## config.mk

```make
export PLATFORM = sky130hd
export DESIGN_NAME = dct_block_scheduler
export DESIGN_NICKNAME = d
export VERILOG_FILES = /design/src/rtl/dct_pkg.sv /design/src/rtl/dct_tag_fifo.sv /design/src/rtl/dct_block_scheduler.sv
export SDC_FILE = /design/constraint.sdc
export NUM_CORES = 1
export LEC_CHECK = 0
export BUFFER_PORTS_ARGS = -buffer_cell sky130_fd_sc_hd__buf_2
export CAP_MARGIN = 20
export CELL_PAD_IN_SITES_DETAIL_PLACEMENT = 1
export CELL_PAD_IN_SITES_GLOBAL_PLACEMENT = 1
export CORE_AREA = 2 2 121 123
export CTS_CLUSTER_SIZE = 30
export DETAILED_ROUTE_END_ITERATION = 10
export DIE_AREA = 0 0 123 125
export PLACE_DENSITY = 0.81
export SLEW_MARGIN = 20
export SYNTH_ARGS = -nofsm -noshare
export SYNTH_HDL_FRONTEND = slang
export SYNTH_SLANG_ARGS = --single-unit
```

## constraint.sdc

```tcl
create_clock -name clk -period 3.56 [get_ports clk]
set_clock_uncertainty 0.05 [all_clocks]
set_input_delay 0.712 -clock clk [delete_from_list [all_inputs] [get_ports clk]]
set_output_delay 0.712 -clock clk [all_outputs]
set_load 0.01 [all_outputs]
```

## src/rtl/dct_pkg.sv

```systemverilog
// Shared types for the DCT block scheduler.
// Row payload, component index and scheduler state encoding.
package dct_pkg;

  localparam int BLOCK_ROWS = 8;
  localparam int MAX_REQ    = 4;

  typedef logic [7:0][7:0] row_t;
  typedef logic [$clog2(MAX_REQ)-1:0] comp_t;
  typedef logic [$clog2(BLOCK_ROWS)-1:0] row_idx_t;

  typedef enum logic {
    S_IDLE,
    S_STREAM
  } sched_state_t;

endpackage

```

## src/rtl/dct_tag_fifo.sv

```systemverilog
// Synchronous tag FIFO labelling blocks in flight through the DCT chain.
// Push when not full, pop when not empty; both may happen in one cycle.
module dct_tag_fifo #(
  parameter int DEPTH = 4,
  parameter int W     = 2
) (
  input  logic         clk,
  input  logic         rst_n,
  input  logic         push,
  input  logic [W-1:0] din,
  input  logic         pop,
  output logic [W-1:0] head,
  output logic         full,
  output logic         empty
);

  localparam int AW = $clog2(DEPTH);

  logic [W-1:0]  mem [DEPTH];
  logic [AW-1:0] wp;
  logic [AW-1:0] rp;
  logic [AW:0]   cnt;
  logic          do_push;
  logic          do_pop;

  assign full    = (cnt == (AW+1)'(DEPTH));
  assign empty   = (cnt == '0);
  assign do_push = push & ~full;
  assign do_pop  = pop & ~empty;
  assign head    = mem[rp];

  always_ff @(posedge clk) begin
    if (do_push) mem[wp] <= din;
  end

  always_ff @(posedge clk) begin
    if (!rst_n) begin
      wp  <= '0;
      rp  <= '0;
      cnt <= '0;
    end else begin
      if (do_push) wp <= wp + AW'(1);
      if (do_pop)  rp <= rp + AW'(1);
      unique case (1'b1)
        (do_push & ~do_pop): cnt <= cnt + (AW+1)'(1);
        (do_pop & ~do_push): cnt <= cnt - (AW+1)'(1);
        default:             cnt <= cnt;
      endcase
    end
  end

endmodule

```

## src/rtl/dct_block_scheduler.sv

```systemverilog
// Arbitrates whole 8x8 blocks onto one shared DCT row pipeline.
// Define DCT_SCHED_PRIO_EN for fixed priority instead of round-robin.
module dct_block_scheduler
  import dct_pkg::*;
#(
  parameter int N_REQ     = 3,
  parameter int TAG_DEPTH = 4
) (
  input  logic                       clk,
  input  logic                       rst_n,
  input  logic [N_REQ-1:0]           req,
  input  logic [N_REQ-1:0]           req_sof,
  output logic [N_REQ-1:0]           grant,
  output logic [2:0]                 rd_row,
  output logic                       rd_en,
  input  row_t [N_REQ-1:0]           rd_data,
  output logic [N_REQ-1:0]           done,
  output logic                       dct_valid,
  output logic                       dct_sob,
  output logic                       dct_eob,
  output logic                       dct_sof,
  output row_t                       dct_data,
  input  logic                       res_valid,
  input  logic                       res_sob,
  output logic [$clog2(N_REQ)-1:0]   res_comp,
  output logic                       res_tag_valid,
  output logic                       tag_err
);

  sched_state_t     state;
  comp_t            win;
  comp_t            win_q;
  comp_t            out_win;
  comp_t            head;
  logic [N_REQ-1:0] win_oh;
  logic             any_req;
  logic             start;
  logic             sof_q;
  logic             out_sof;
  row_idx_t         out_row;
  logic             fifo_full;
  logic             fifo_empty;
  logic             pop;

`ifndef DCT_SCHED_PRIO_EN
  comp_t last_q;
`endif

  // Descending scan so the closest candidate is the last one written.
  always_comb begin
    win     = '0;
    any_req = 1'b0;
`ifdef DCT_SCHED_PRIO_EN
    for (int i = N_REQ - 1; i >= 0; i--) begin
      if (req[comp_t'(i)]) begin
        win     = comp_t'(i);
        any_req = 1'b1;
      end
    end
`else
    for (int i = N_REQ; i >= 1; i--) begin
      if (req[comp_t'((int'(last_q) + i) % N_REQ)]) begin
        win     = comp_t'((int'(last_q) + i) % N_REQ);
        any_req = 1'b1;
      end
    end
`endif
  end

  always_comb begin
    win_oh = '0;
    for (int i = 0; i < N_REQ; i++) begin
      win_oh[i] = (comp_t'(i) == win);
    end
  end

  assign start = (state == S_IDLE) && any_req && !fifo_full;
  assign pop   = res_valid & res_sob;

  always_ff @(posedge clk) begin
    if (!rst_n) begin
      state  <= S_IDLE;
      grant  <= '0;
      rd_en  <= 1'b0;
      rd_row <= '0;
      done   <= '0;
      win_q  <= '0;
      sof_q  <= 1'b0;
`ifndef DCT_SCHED_PRIO_EN
      last_q <= comp_t'(N_REQ - 1);
`endif
    end else begin
      done <= '0;
      unique case (state)
        S_IDLE: begin
          if (start) begin
            state  <= S_STREAM;
            grant  <= win_oh;
            win_q  <= win;
            sof_q  <= req_sof[win];
            rd_en  <= 1'b1;
            rd_row <= '0;
`ifndef DCT_SCHED_PRIO_EN
            last_q <= win;
`endif
          end
        end
        S_STREAM: begin
          if (rd_row == 3'(BLOCK_ROWS - 1)) begin
            state  <= S_IDLE;
            grant  <= '0;
            rd_en  <= 1'b0;
            rd_row <= '0;
          end else begin
            rd_row <= rd_row + 3'd1;
            if (rd_row == 3'(BLOCK_ROWS - 2)) done <= grant;
          end
        end
        default: state <= S_IDLE;
      endcase
    end
  end

  // Output stage tracks the read port one cycle behind rd_en.
  always_ff @(posedge clk) begin
    if (!rst_n) begin
      dct_valid <= 1'b0;
      out_row   <= '0;
      out_win   <= '0;
      out_sof   <= 1'b0;
    end else begin
      dct_valid <= rd_en;
      out_row   <= rd_row;
      out_win   <= win_q;
      out_sof   <= sof_q;
    end
  end

  assign dct_sob  = dct_valid && (out_row == '0);
  assign dct_eob  = dct_valid && (out_row == row_idx_t'(BLOCK_ROWS - 1));
  assign dct_sof  = dct_sob && out_sof;
  assign dct_data = dct_valid ? rd_data[out_win] : '0;

  always_ff @(posedge clk) begin
    if (!rst_n) begin
      tag_err <= 1'b0;
    end else if (pop && fifo_empty) begin
      tag_err <= 1'b1;
    end
  end

  dct_tag_fifo #(
    .DEPTH (TAG_DEPTH),
    .W     ($bits(comp_t))
  ) u_tag_fifo (
    .clk   (clk),
    .rst_n (rst_n),
    .push  (start),
    .din   (win),
    .pop   (pop),
    .head  (head),
    .full  (fifo_full),
    .empty (fifo_empty)
  );

  assign res_tag_valid = !fifo_empty;
  assign res_comp      = fifo_empty ? '0 : head[$clog2(N_REQ)-1:0];

endmodule
```

After elaboration in Yosys (flattened, before gate mapping) --
Memories as Yosys holds them, arrays and structs flattened. A register that Yosys moved wholly into a read port is not among the register bits. Cells that the tools add are included. Widths: inputs -> output; s select.
Storage, ports and cells: bits in registers 31, bits in writable memories 8, input port bits 202, output and inout port bits 82, word-level logic and storage cells 103, memories 1
Operators by class: add/subtract/negate cells 8, divide/modulo/power cells 3, magnitude comparators 5, equal/unequal tests 8, multiplexer cells 35, bitwise gates (word level) 12, reductions and logical operators 15
Memories:
- u_tag_fifo.mem | depth 4, width 2, rd ports 1, clocked after memory_dff 1, write ports 1, line dct_tag_fifo.sv:19 | logic [W-1:0] mem [DEPTH];
Operator list (number):
- $bmux 64 s2 | 1
- $mux 64 | 2
- $mod 32x3->32 const B | 3
- $pmux 3 s2 | 3
- $lt 2x3->1 const B | 5
- $mux 1 | 13
- $eq 3x3->1 const B | 4
- $mux 2 | 6
- $mux 3 | 4
- $bmux 1 s2 | 4
- $not 1->1 | 7
- $add 2x2->3 const B | 2
- $add 3x1->3 const B | 2
- $logic_and 1x1->1 | 6
- $logic_not 3->1 | 2
- $and 1x1->1 | 5
- $add 2x1->2 const B | 2
- $ne 2x1->1 const B | 2
- $pmux 1 s2 | 2
- $reduce_and 2->1 | 2
- $reduce_or 4->1 | 1
- $add 2x1->3 const B | 1
- $sub 3x1->3 const B | 1
- $eq 1x2->1 const A | 1
- other kinds (4) | 5

Logic depth before layout (Yosys ltp) --
depth in word-level cells 13, mapped depth 14, depth with buffers taken out 12

Cells and area by module --
Synthesis repeated with hierarchy kept, for this count alone.
Unflattened totals: cell total of the unflattened synthesis 478, area total of the unflattened synthesis 3657.3 um2
Modules (own cells, without submodules):
- dct_block_scheduler | instances 1, cells each 414, area each 2877.8 um2, seq. area each 460.4 um2
- dct_tag_fifo | instances 1, cells each 64, area each 779.5 um2, seq. area each 420.4 um2

Least setup slack after synthesis --
No wires, ideal clock.
kind in2reg, start point input port req[0], end point register u_tag_fifo.cnt[2], setup time 76 ps, data arrival time 2779 ps, required time 3434 ps, path slack 656 ps, cell stages on the path 11, buffers on the path 1, path through mux2_4 > a22o_1 > o21a_2 > inv_2 > buf_6 > ha_1 > inv_1 > fa_1 > xor2_1 > or3_1 > a21boi_0
On the way: word-level cells in the longest chain between the ends 11, elaborated cells on any way between the ends 17, those cells by class mux: 10; bitwise: 4; reduce/logical: 3
RTL lines:
- from (decl) | line dct_block_scheduler.sv:11 | input logic [N_REQ-1:0] req,
- $bmux 1 s2 | line dct_block_scheduler.sv:62 | if (req[comp_t'((int'(last_q) + i) % N_REQ)]) begin
- $mux 1 (implied by the code) | line dct_block_scheduler.sv:62
- $mux 1 (2 in a row) | line dct_block_scheduler.sv:62
- $mux 1 (*) | line dct_block_scheduler.sv:62
- $logic_and 1x1->1 (*) (2 in a row) | line dct_block_scheduler.sv:77 | assign start = (state == S_IDLE) && any_req && !fifo_full;
- $and 1x1->1 (*) | line dct_tag_fifo.sv:28 | assign do_push = push & ~full;
- $not 1->1 | line dct_tag_fifo.sv:46 | (do_pop & ~do_push): cnt <= cnt - (AW+1)'(1);
- $and 1x1->1 | line dct_tag_fifo.sv:46
- $pmux 3 s2 / $reduce_bool 2->1 (equally long branches)
- to (signal assigned) | line dct_tag_fifo.sv:45 | (do_push & ~do_pop): cnt <= cnt + (AW+1)'(1);
- to (signal assigned) | line dct_tag_fifo.sv:46
- to (signal assigned) | line dct_tag_fifo.sv:47 | default: cnt <= cnt;
- to (decl) | line dct_tag_fifo.sv:22 | logic [AW:0] cnt;
Mark *: on every way between the ends. The rest lies on a longest branch, timed or not. The select of a mux whose other input is x is not followed. A chain may end at the register's enable or synchronous reset.

==> PnR_summary.wiki <==
{| class="wikitable"
! Metric !! Value
|-
| Outcome || completed
|-
| Area of the die || 15400 sq um
|-
| Post-synth cell types || 45
|-
| Drt first-iter violations || 150
|-
| Fraction of the core area covered by cells at the end of the flow || 37.2%
|-
| Global-route wire length before repair || 22100 um
|-
| Fraction of final layout cells with drive strength greater than 1 || 42.1%
|-
| Max-cap check violation count || 0
|-
| Sequential cell area fraction in the yosys report || 24.7%
|-
| Worst setup path start || win_q[0]$_SDFFE_PN0P_
|-
| Largest fanout on the critical path || 13
|-
| Count of buffering cells on the critical path with inverters included || 3
|-
| Port Buffer Count || 283
|-
| Hold path startpoint || win_q[1]$_SDFFE_PN0P_
|-
| Startpoint kind of the worst setup timing path || register
|-
| Sequential cell area || 887 sq um
|-
| Period Utilization, post-route || 89.7%
|-
| DR WL met3 || 1060 um
|-
| Post-synth EDFFs || 8
|-
| Top-level I/O count || 284
|-
| Total non-filler cell area in the finished layout || 5280 sq um
|-
| Path type of the worst setup path || reg -> reg
|-
| Final number of hold-violating endpoints || 0
|-
| Overall Power || 0.00261 W
|-
| Via count of the first global-routing pass || 4258
|-
| Clock period minus worst slack || 3.19 ns
|-
| Class of the worst hold path || reg -> reg
|-
| Clock latency reported for the late side of the worst-skew pair || 0.28 ns
|-
| Endpoint class of the critical path || register
|-
| Weighted congestion reported at the end of routability-driven placement || 0.796
|-
| Post-synthesis instance area || 3560 sq um
|-
| HPWL after detailed placement || 11700 um
|-
| Post-cts repair resize count || 0
|-
| Postcts setup bufs || 0
|-
| Total wire length || 14500 um
|-
| Final number of max-transition violations || 0
|-
| Worst slew margin relative to its limit || 57.9%
|-
| CP delay by family, top || adder cells
|-
| Std-Cell Rows || 44
|-
| Effective utilization at floorplan || 25.1%
|-
| Non-filler cells, final || 913
|-
| Footprint of the multi-input gates || 2480 sq um
|-
| Synthesized netlist cell count || 463
|-
| FMAX || 313 MHz
|-
| DP Cell Count || 900
|-
| Drc violations || 0
|-
| Number of buffers added to fix hold violations after cts || 0
|-
| Post-detailed-route wirelength per cell || 15.9 um
|-
| Overflow left after global routing || 0
|-
| Area growth, synth to finish || 48.3%
|-
| Leading register cell type out of synthesis || sky130_fd_sc_hd__dfxtp_1
|-
| TritonCTS clock tree || yes
|-
| Width of the die || 123 um
|-
| Longest Clk Path Bufs || 2
|-
| Pin count of the biggest net entering global routing || 67
|-
| Unrepaired setup endpoints after global routing || false
|-
| Number of antenna violations at the first check in global routing || 6
|-
| Slowest cell on the critical path || sky130_fd_sc_hd__fa_1
|-
| Worst IR Drop VDD || 0.427 mV
|-
| Power density over the cells || 493 nW/um^2
|-
| Number of nets with antenna violations after detailed routing || 0
|-
| Worst r2r src || win_q[0]$_SDFFE_PN0P_
|-
| Router iterations before antenna repair || 4
|-
| Nets@finish || 937
|-
| WL met1 || 5770 um
|-
| Number of clock buffers inserted by TritonCTS || 5
|-
| Endpoint arrival time on the critical path || 3.35 ns
|-
| Count of clock tree sinks || 40
|-
| Drt via density || 4.58
|-
| Series of cell instances along the critical path || inv_1 > ha_1 > mux2_4 > a22o_1 > o21a_2 > inv_2 > ha_1 > inv_1 > fa_1 > xor2_1 > or3_1 > a21boi_0
|-
| Cell area after placement || 5130 sq um
|-
| Total track usage || 18.0%
|-
| Fillers || 1841
|-
| Post-synthesis register bit count || 40
|-
| Average cell area after synthesis || 7.69 sq um
|-
| Master cell of the clock root buffer || sky130_fd_sc_hd__clkbuf_16
|-
| Total negative slack || 0 ns
|-
| Crit path required time || 3.72 ns
|-
| Top routing layer used || met5
|-
| Depth of the CTS H-tree || 2
|-
| Reg clk slew, reported paths || 0.06 ns
|-
| Synth async-reset ratio || 0%
|-
| Die Y-Extent || 125 um
|-
| Static leakage || 2.46 nW
|-
| Count of vias placed by the detailed router || 4185
|-
| Critical path's largest stage delay || 0.38 ns
|-
| Final setup violation count || 0
|-
| Syn nets || 677
|-
| Number of synthesis warnings || 0
|-
| Amount of wire on met2 after detailed routing || 7280 um
|-
| Slew at the pin with the worst max-slew slack || 0.623 ns
|-
| Core footprint || 14200 sq um
|}
[worst reg2reg max path, delay by kind of cell (launching register included)]
| family | cells | cell delay, ns |
|---|---|---|
| adders and majority gates | 3 | 0.88 |
| xor gates and xnor gates | 1 | 0.19 |
| AOI/OAI and AO/OA | 3 | 0.68 |
| and+or+nand+nor | 1 | 0.31 |
| DFF | 1 | 0.36 |
| muxes | 1 | 0.33 |
| buffers and inverters | 3 | 0.32 |
[sequential cells by signal (all words and copies together), names as in the netlist, 2 cells and up, named ones only]
signal,count
u_tag_fifo.wp,2
u_tag_fifo.cnt,3
win_q,2
out_win,2
rd_row,3
grant,3
u_tag_fifo.rp,2
out_row,3
u_tag_fifo.mem,8
done,3
[cells in the final DEF (no fill, tap or decap), drive strengths merged, types with 2 or more instances in the layout]
master  Yosys  layout
a21boi     12      12
a31oi       3       3
and2       85      85
buf        16     288
clkbuf     19       6
dfxtp      32      32
diode       0       5
edfxtp      8       8
ha         11      11
inv        15      16
mux2i      65      65
mux4        2       2
nand2      78      78
nand2b      3       3
nand3       6       6
nand3b      2       2
nor2        3       3
nor2b       8       8
nor3        2       2
o211ai      2       2
o21a        3       3
o21ai      66      66
or3         2       2
xnor2       3       3
xor2        2       2
[synthesized netlist by cell type, drive strengths merged (3+ instances only)]
cell | n | area (sq um)
o21a | 3 | 23.8
nand3 | 6 | 30.0
nand2 | 78 | 293
xnor2 | 3 | 26.3
and2 | 85 | 532
a21boi | 12 | 90.1
nand2b | 3 | 18.8
ha | 11 | 138
nor2 | 3 | 11.3
inv | 15 | 56.3
o21ai | 66 | 330
buf | 16 | 82.6
nor2b | 8 | 50.1
edfxtp | 8 | 240
clkbuf | 19 | 71.3
dfxtp | 32 | 641
a31oi | 3 | 18.8
mux2i | 65 | 651
[where the power goes]
part           internal [W]  leakage [nW]  switching, W  total [W]
registers          0.000603         0.339     0.0000867   0.000690
clock network      0.000259        0.0712      0.000169   0.000427
logic              0.000651          2.05      0.000839    0.00149
[logic make-up after synthesis]
| group | after synthesis | synth area share, % |
|---|---|---|
| compound gates | 95 | 15.5 |
| xor+xnor | 5 | 1.23 |
| fa+ha+maj | 12 | 4.43 |
| buf+inv | 50 | 5.90 |
| flops | 40 | 24.7 |
| mux | 68 | 20.0 |
| simple gates | 193 | 28.2 |
[metrics by stage]
| step | setup WS (ns) | hold WS, ns |
|---|---|---|
| floorplan | 0.656 | 0.380 |
| global placement | 0.360 | 0.401 |
| detailed placement | 0.277 | 0.410 |
| CTS | 0.349 | 0.424 |
| global route | 0.0791 | 0.446 |
| finish | 0.368 | 0.418 |
[worst paths after layout]
path                                                  endpoint  depth (start not counted)  slack [ns]
worst max register to register  u_tag_fifo.cnt[2]$_SDFFE_PN0P_                         12        0.37
worst max-delay path            u_tag_fifo.cnt[2]$_SDFFE_PN0P_                         12        0.37
worst min register to register           win_q[1]$_SDFFE_PN0P_                          2        0.42
worst min-delay path                     win_q[1]$_SDFFE_PN0P_                          2        0.42
[metal layers]
metal | up-vias | GRT usage [%]
met2 | 149 | 32.7
li1 | 2087 | -
met5 | - | 0
met3 | 31 | 3.79
met4 | 2 | 6.35
met1 | 1916 | 20.5
[area by class of cell]
class	instances	share of cell area, %
diodes	5	0.237
clock buffers	6	2.44
clock inverters	2	0.213
inverters	15	1.07
multi-input cells	373	46.9
flip-flops and latches	40	16.8
well taps	184	4.36
repair buffers	288	28.0
Note: power is estimated with default switching activity, not from simulation.
